<file path="src/rtl/alu_op_issue_if.sv">
// ALU issue bundle: registered operands/control with valid/ready handshake.
// master drives the payload toward the ALU, slave consumes it.
interface alu_op_issue_if;
  logic        out_valid;
  logic        out_ready;
  logic [31:0] operand_1;
  logic [31:0] operand_2;
  logic [4:0]  alu_control;
  logic [4:0]  rd;
  logic        reg_write;
  logic        illegal;

  modport master (
    output out_valid, operand_1, operand_2,
    output alu_control, rd, reg_write, illegal,
    input  out_ready
  );

  modport slave (
    input  out_valid, operand_1, operand_2,
    input  alu_control, rd, reg_write, illegal,
    output out_ready
  );
endinterface

</file>
<file path="src/rtl/alu_op_issue.sv">
// ID/EX issue stage: decodes RV32I/M into ALU control and operands,
// holding them in a valid/ready register slice with flush and op counter.
module alu_op_issue #(
  parameter int unsigned ENABLE_MUL = 1,
  parameter int unsigned CNT_W      = 32
) (
  input  logic             clk,
  input  logic             reset,
  input  logic             in_valid,
  output logic             in_ready,
  input  logic [31:0]      instr,
  input  logic [31:0]      pc,
  input  logic [31:0]      rs1_data,
  input  logic [31:0]      rs2_data,
  input  logic             flush,
  alu_op_issue_if.master   alu,
  output logic [CNT_W-1:0] issued_count
);
  localparam logic [4:0] C_ADD  = 5'b00000;
  localparam logic [4:0] C_SUB  = 5'b00010;
  localparam logic [4:0] C_SLL  = 5'b00100;
  localparam logic [4:0] C_SLT  = 5'b01000;
  localparam logic [4:0] C_SLTU = 5'b01100;
  localparam logic [4:0] C_XOR  = 5'b10000;
  localparam logic [4:0] C_SRL  = 5'b10100;
  localparam logic [4:0] C_SRA  = 5'b10110;
  localparam logic [4:0] C_OR   = 5'b11000;
  localparam logic [4:0] C_AND  = 5'b11100;
  localparam logic [4:0] C_MUL  = 5'b01010;

  localparam logic [6:0] F7_ALT = 7'b0100000;
  localparam logic [6:0] F7_MUL = 7'b0000001;

  logic [6:0]  opcode;
  logic [2:0]  f3;
  logic [6:0]  f7;
  logic [31:0] i_imm;
  logic [31:0] s_imm;
  logic [31:0] u_imm;

  assign opcode = instr[6:0];
  assign f3     = instr[14:12];
  assign f7     = instr[31:25];
  assign i_imm  = {{20{instr[31]}}, instr[31:20]};
  assign s_imm  = {{20{instr[31]}}, instr[31:25], instr[11:7]};
  assign u_imm  = {instr[31:12], 12'b0};

  logic is_op, is_imm, is_load, is_store, is_lui, is_auipc;

  assign is_op    = opcode == 7'b0110011;
  assign is_imm   = opcode == 7'b0010011;
  assign is_load  = opcode == 7'b0000011;
  assign is_store = opcode == 7'b0100011;
  assign is_lui   = opcode == 7'b0110111;
  assign is_auipc = opcode == 7'b0010111;

  logic [4:0]  base;
  logic [31:0] d_op1;
  logic [31:0] d_op2;
  logic [4:0]  d_code;
  logic        d_ill;
  logic        d_rw;

  always_comb begin
    base = C_ADD;
    case (f3)
      3'b001:  base = C_SLL;
      3'b010:  base = C_SLT;
      3'b011:  base = C_SLTU;
      3'b100:  base = C_XOR;
      3'b101:  base = C_SRL;
      3'b110:  base = C_OR;
      3'b111:  base = C_AND;
      default: base = C_ADD;
    endcase
  end

  always_comb begin
    d_op1  = '0;
    d_op2  = '0;
    d_code = C_ADD;
    d_ill  = 1'b0;
    unique case (1'b1)
      is_op: begin
        d_op1 = rs1_data;
        d_op2 = rs2_data;
        if (f7 == 7'b0)
          d_code = base;
        else if (f7 == F7_ALT && f3 == 3'b000)
          d_code = C_SUB;
        else if (f7 == F7_ALT && f3 == 3'b101)
          d_code = C_SRA;
        else if (f7 == F7_MUL && f3 == 3'b000
                 && ENABLE_MUL != 0)
          d_code = C_MUL;
        else
          d_ill = 1'b1;
      end
      is_imm: begin
        d_op1  = rs1_data;
        d_op2  = i_imm;
        d_code = base;
        // shift-immediates reuse the upper imm bits as funct7
        if (f3 == 3'b001 && f7 != 7'b0)
          d_ill = 1'b1;
        if (f3 == 3'b101) begin
          if (f7 == F7_ALT)
            d_code = C_SRA;
          else if (f7 != 7'b0)
            d_ill = 1'b1;
        end
      end
      is_load: begin
        d_op1 = rs1_data;
        d_op2 = i_imm;
      end
      is_store: begin
        d_op1 = rs1_data;
        d_op2 = s_imm;
      end
      is_lui: begin
        d_op2 = u_imm;
      end
      is_auipc: begin
        d_op1 = pc;
        d_op2 = u_imm;
      end
      default: d_ill = 1'b1;
    endcase
    if (d_ill) begin
      d_op1  = '0;
      d_op2  = '0;
      d_code = C_ADD;
    end
    d_rw = !d_ill && !is_store
        && instr[11:7] != 5'd0;
  end

  logic        q_valid;
  logic [31:0] q_op1;
  logic [31:0] q_op2;
  logic [4:0]  q_code;
  logic [4:0]  q_rd;
  logic        q_rw;
  logic        q_ill;
  logic        accept;

  assign in_ready = !flush && (!q_valid || alu.out_ready);
  assign accept   = in_valid && in_ready;

  always_ff @(posedge clk) begin
    if (reset) begin
      q_valid      <= 1'b0;
      q_op1        <= '0;
      q_op2        <= '0;
      q_code       <= '0;
      q_rd         <= '0;
      q_rw         <= 1'b0;
      q_ill        <= 1'b0;
      issued_count <= '0;
    end else begin
      if (flush)
        q_valid <= 1'b0;
      else if (accept) begin
        q_valid <= 1'b1;
        q_op1   <= d_op1;
        q_op2   <= d_op2;
        q_code  <= d_code;
        q_rd    <= instr[11:7];
        q_rw    <= d_rw;
        q_ill   <= d_ill;
      end else if (alu.out_ready)
        q_valid <= 1'b0;
      if (q_valid && alu.out_ready && !flush)
        issued_count <= issued_count + 1'b1;
    end
  end

  assign alu.out_valid   = q_valid;
  assign alu.operand_1   = q_op1;
  assign alu.operand_2   = q_op2;
  assign alu.alu_control = q_code;
  assign alu.rd          = q_rd;
  assign alu.reg_write   = q_rw;
  assign alu.illegal     = q_ill;
endmodule
</file>
<file path="src/flat_wrapper.sv">
// flat-port wrapper written by rule: the top's interface ports become plain ports
module alu_op_issue_flat 
#(
  parameter int unsigned ENABLE_MUL = 1,
  parameter int unsigned CNT_W      = 32
)
  (clk, reset, in_valid, in_ready, instr, pc, rs1_data, rs2_data, flush, issued_count, alu_out_valid, alu_operand_1, alu_operand_2, alu_alu_control, alu_rd, alu_reg_write, alu_illegal, alu_out_ready);
  alu_op_issue_if alu_i ();
  input  logic clk;
  input  logic reset;
  input  logic in_valid;
  output logic in_ready;
  input  logic [31:0] instr;
  input  logic [31:0] pc;
  input  logic [31:0] rs1_data;
  input  logic [31:0] rs2_data;
  input  logic flush;
  output logic [CNT_W-1:0] issued_count;
  output wire logic [$bits(alu_i.out_valid)-1:0] alu_out_valid;
  output wire logic [$bits(alu_i.operand_1)-1:0] alu_operand_1;
  output wire logic [$bits(alu_i.operand_2)-1:0] alu_operand_2;
  output wire logic [$bits(alu_i.alu_control)-1:0] alu_alu_control;
  output wire logic [$bits(alu_i.rd)-1:0] alu_rd;
  output wire logic [$bits(alu_i.reg_write)-1:0] alu_reg_write;
  output wire logic [$bits(alu_i.illegal)-1:0] alu_illegal;
  input wire logic [$bits(alu_i.out_ready)-1:0] alu_out_ready;
  assign alu_out_valid = alu_i.out_valid;
  assign alu_operand_1 = alu_i.operand_1;
  assign alu_operand_2 = alu_i.operand_2;
  assign alu_alu_control = alu_i.alu_control;
  assign alu_rd = alu_i.rd;
  assign alu_reg_write = alu_i.reg_write;
  assign alu_illegal = alu_i.illegal;
  assign alu_i.out_ready = alu_out_ready;
  alu_op_issue #(.ENABLE_MUL(ENABLE_MUL), .CNT_W(CNT_W)) u_core (.clk(clk), .reset(reset), .in_valid(in_valid), .in_ready(in_ready), .instr(instr), .pc(pc), .rs1_data(rs1_data), .rs2_data(rs2_data), .flush(flush), .alu(alu_i), .issued_count(issued_count));
endmodule
</file>
<file path="config.mk">
export PLATFORM = sky130hd
export DESIGN_NAME = alu_op_issue_flat
export DESIGN_NICKNAME = d
export VERILOG_FILES = /design/src/rtl/alu_op_issue_if.sv /design/src/rtl/alu_op_issue.sv /design/src/flat_wrapper.sv
export SDC_FILE = /design/constraint.sdc
export NUM_CORES = 1
export LEC_CHECK = 0
export ABC_AREA = 1
export CAP_MARGIN = 20
export CORE_MARGIN = 1
export CORE_UTILIZATION = 30
export DETAILED_ROUTE_END_ITERATION = 8
export PLACE_DENSITY = 0.71
export SLEW_MARGIN = 20
export SYNTH_ARGS = -nofsm -noshare
export SYNTH_HDL_FRONTEND = slang
export SYNTH_SLANG_ARGS = --single-unit
</file>
<file path="constraint.sdc">
create_clock -name clk -period 4.4 [get_ports clk]
set_input_delay 0.88 -clock clk [delete_from_list [all_inputs] [get_ports clk]]
set_output_delay 0.88 -clock clk [all_outputs]
set_load 0.1 [all_outputs]
</file>
==> summary.txt <==
STA
  – Unrepaired setup endpoints after global routing: no
  – Slew HR: 25.6%
  – Fmax: about 0.35 GHz
  – Final Skew: 8.76 ps
  – Final setup viols: 0
  – Least-Margin Pin Slew: ~1100 ps
  – Fin Setup TNS: 0 ps
  – Fin. max-slew vios: 0
  – Final Cycle Share: 65.0%
  – Final hold vios: 0
  – Minimum clock period: 2860 ps

Route
  – DRC: 0
  – Via density: about 5
  – Final wirelength: 19.4 mm
  – Wire length per cell: around 15 um
  – Routed Antenna Nets: 0
  – Vias: 6408
  – Initial DRC Count: 299
  – TritonRoute pass-1 iters: 7

Placed design
  – Port Buffers: 241
  – DP HPWL: 14.2 mm
  – GPL Wtd Cong: 0.892

Logic synthesis
  – Most used DFF post-synth: dfxtp_1
  – Synth top area cells: dfxtp_1 (38%), nand2_1 (18%), nand3_1 (11%)
  – Library cells used by synthesis: 35
  – Post-Syn Area per Cell: 6.59 um^2
  – Synth top cells by count: nand2_1 (268), nand3_1 (126), dfxtp_1 (108)
  – Share of the synthesized area in the top cell type: 38.2%
  – Syn Inst Count: ~860
  – Post-synth EDFFs: 0
  – Syn nets: 992
  – Yosys top cell by area: dfxtp_1
  – Async SR Flop Fraction: 0%
  – Ys Warns: 0
  – Top-count cell post-synth: nand2_1
  – #FFs+latches synth: 108
  – Sequential fraction of the synthesis area: 38.2%
  – Netlist Area Pre-Place: about 5700 um^2

Power and ir drop
  – P per Cell Area: 245 nW/um^2
  – Peak supply drop: 0.000175 V
  – Leakage power: 3.13 nW
  – Pwr Total: 0.00208 W

Final layout
  – Share of layout cells above drive strength 1: between 6 and 7%
  – Nets: ~1200
  – Area grow syn2layout: 50.0%
  – Diode count: 0

CTS
  – Post-CTS Resized: 0
  – Post-CTS Setup Inserts: 0
  – CTS buffer count: 9
  – Clk slew on worst S/H paths: 70 ps
  – Clk buf depth: 2
  – Clock root cell: clkbuf_16
  – CTS tree: done
  – Post-CTS Hold Buffers: 0
  – H-tree depth: 3
  – Worst-skew pair later-pin latency: ~350 ps
  – Num Clock Sinks: ~110

Min path
  – Hold Path Depth: 2
  – Hold Startpoint: u_core.alu.operand_1[1]
  – Hold Path Class: reg2reg

Floorplan
  – Core area: 18200 um^2
  – Starting density of the core: 31.0%
  – Die extent in x: around 140 um
  – Die H: around 140 um
  – Die area: 19400 um^2
  – Boundary Pins: 243
  – Cell Rows: between 40 and 50

GRT
  – Largest net degree at the start of global routing: 83
  – Initial antenna violation count: 0
  – Global route total overflow: 0
  – First-pass GRT wire length: 31.6 mm
  – Vias in the first global route: 5980
  – GR Util All Layers: approximately a fifth

Setup path
  – R2R Setup Slk: roughly 2500 ps
  – Largest stage delay, worst path: 1180 ps
  – WP data required: 3520 ps
  – Reg2Reg Depth: 8
  – Top Family by Delay on Critical Path: buffers and inverters
  – Critical path cell sequence: clkdlybuf4s50_1
  – Largest fanout on the critical path: 6
  – Worst Setup Start Kind: register
  – WP data arrival: ~2000 ps
  – Worst path bufs/invs: 1
  – CP Depth: 1
  – R2r startpoint: u_core.alu.out_valid
  – Slowest stage cell, crit path: clkdlybuf4s50_1
  – Setup crit start: u_core.issued_count[28]
  – Type of the worst setup path: reg2out
  – Crit end category: output pin

Job
  – Max Cap Violations: 0

Run status
  – Status: finished clean
-- power breakdown --
part | leakage, nW | switching [W] | internal (W)
clock network | 0.144 | 0.000393 | 0.000423
logic | 2.12 | 0.000148 | 0.000129
registers | 0.871 | 0.00000236 | 0.000980
total | 3.13 | 0.000543 | 0.00153
-- cell usage in the layout, fill, tap and decap left out, types with 10 or more instances in the layout --
master / instances
nand2_1: 267
clkdlybuf4s50_1: 239
nand3_1: 126
dfxtp_1: 108
a21oi_1: 85
inv_1: 55
nor2_1: 44
o21ai_0: 27
nor3_1: 20
o211ai_1: 10
nand3_2: 10
a21oi_2: 10
-- final cells by class --
type	count	area (um^2)
well taps	229	287
fillers	1862	9730
flip-flops and latches	108	2160
repair buffers	249	2480
clock inverters	5	45.0
inverters	63	236
clock buffers	11	253
multi-input cells	638	3010
-- worst register-to-register path, delay by kind of cell, from the launching register on --
family / cells / cell delay [ps]
buffers and inverters: 3 / 920
flip-flops: 1 / 340
AND/OR/NAND/NOR: 4 / 440
AO/OA/AOI/OAI: 1 / 150
-- sequential cells by signal, indices dropped and copies added (netlist names) --
signal and flops:
u_core.alu.operand_1 32, u_core.alu.operand_2 32, u_core.issued_count 32, u_core.alu.rd 5, u_core.alu.alu_control 4, u_core.alu.illegal 1, u_core.alu.out_valid 1, u_core.alu.reg_write 1
-- per-layer routing --
layer	share of wire (%)	track usage [%]	routed length, um	vias up
met1	43	25.5	8430	2913
li1	-	-	-	3240
met3	7.4	5.26	1430	27
met4	2.3	7.84	449	0
met5	0	0	0	-
met2	47	33.0	9080	228
-- per-stage QoR --
step	hold WS (ps)	cell area (um^2)	worst slack [ps]	std cells	utilization (%)
6_report	464	8480	1540	1303	46.6
3_3_place_gp	452	8180	1320	1287	44.9
4_1_cts	466	8480	1520	1303	46.6
5_1_grt	481	8480	1370	1303	46.6
2_1_floorplan	884	5650	903	858	-
3_5_place_dp	454	8180	1260	1287	44.9
-- path summary, 6_finish.rpt --
| path | end |
|---|---|
| min reg2reg | u_core.alu.operand_1[1] |
| min | u_core.alu.operand_1[1] |
| max reg2reg | u_core.alu.operand_1[16] |
| max | issued_count[28] |
-- logic make-up (layout without fill, tap and decap cells) --
family | count (synthesis) | count (layout) | share of synthesized area [%]
AOI/OAI and AO/OA | 140 | 140 | 13.7
xor gates and xnor gates | 2 | 2 | 0.310
adders and majority gates | 1 | 1 | 0.221
buffers and inverters | 112 | 328 | 8.48
DFF | 108 | 108 | 38.2
other | 1 | 1 | 0.0663
and+or+nand+nor | 494 | 494 | 38.9
(Power assumes the default switching activity.)
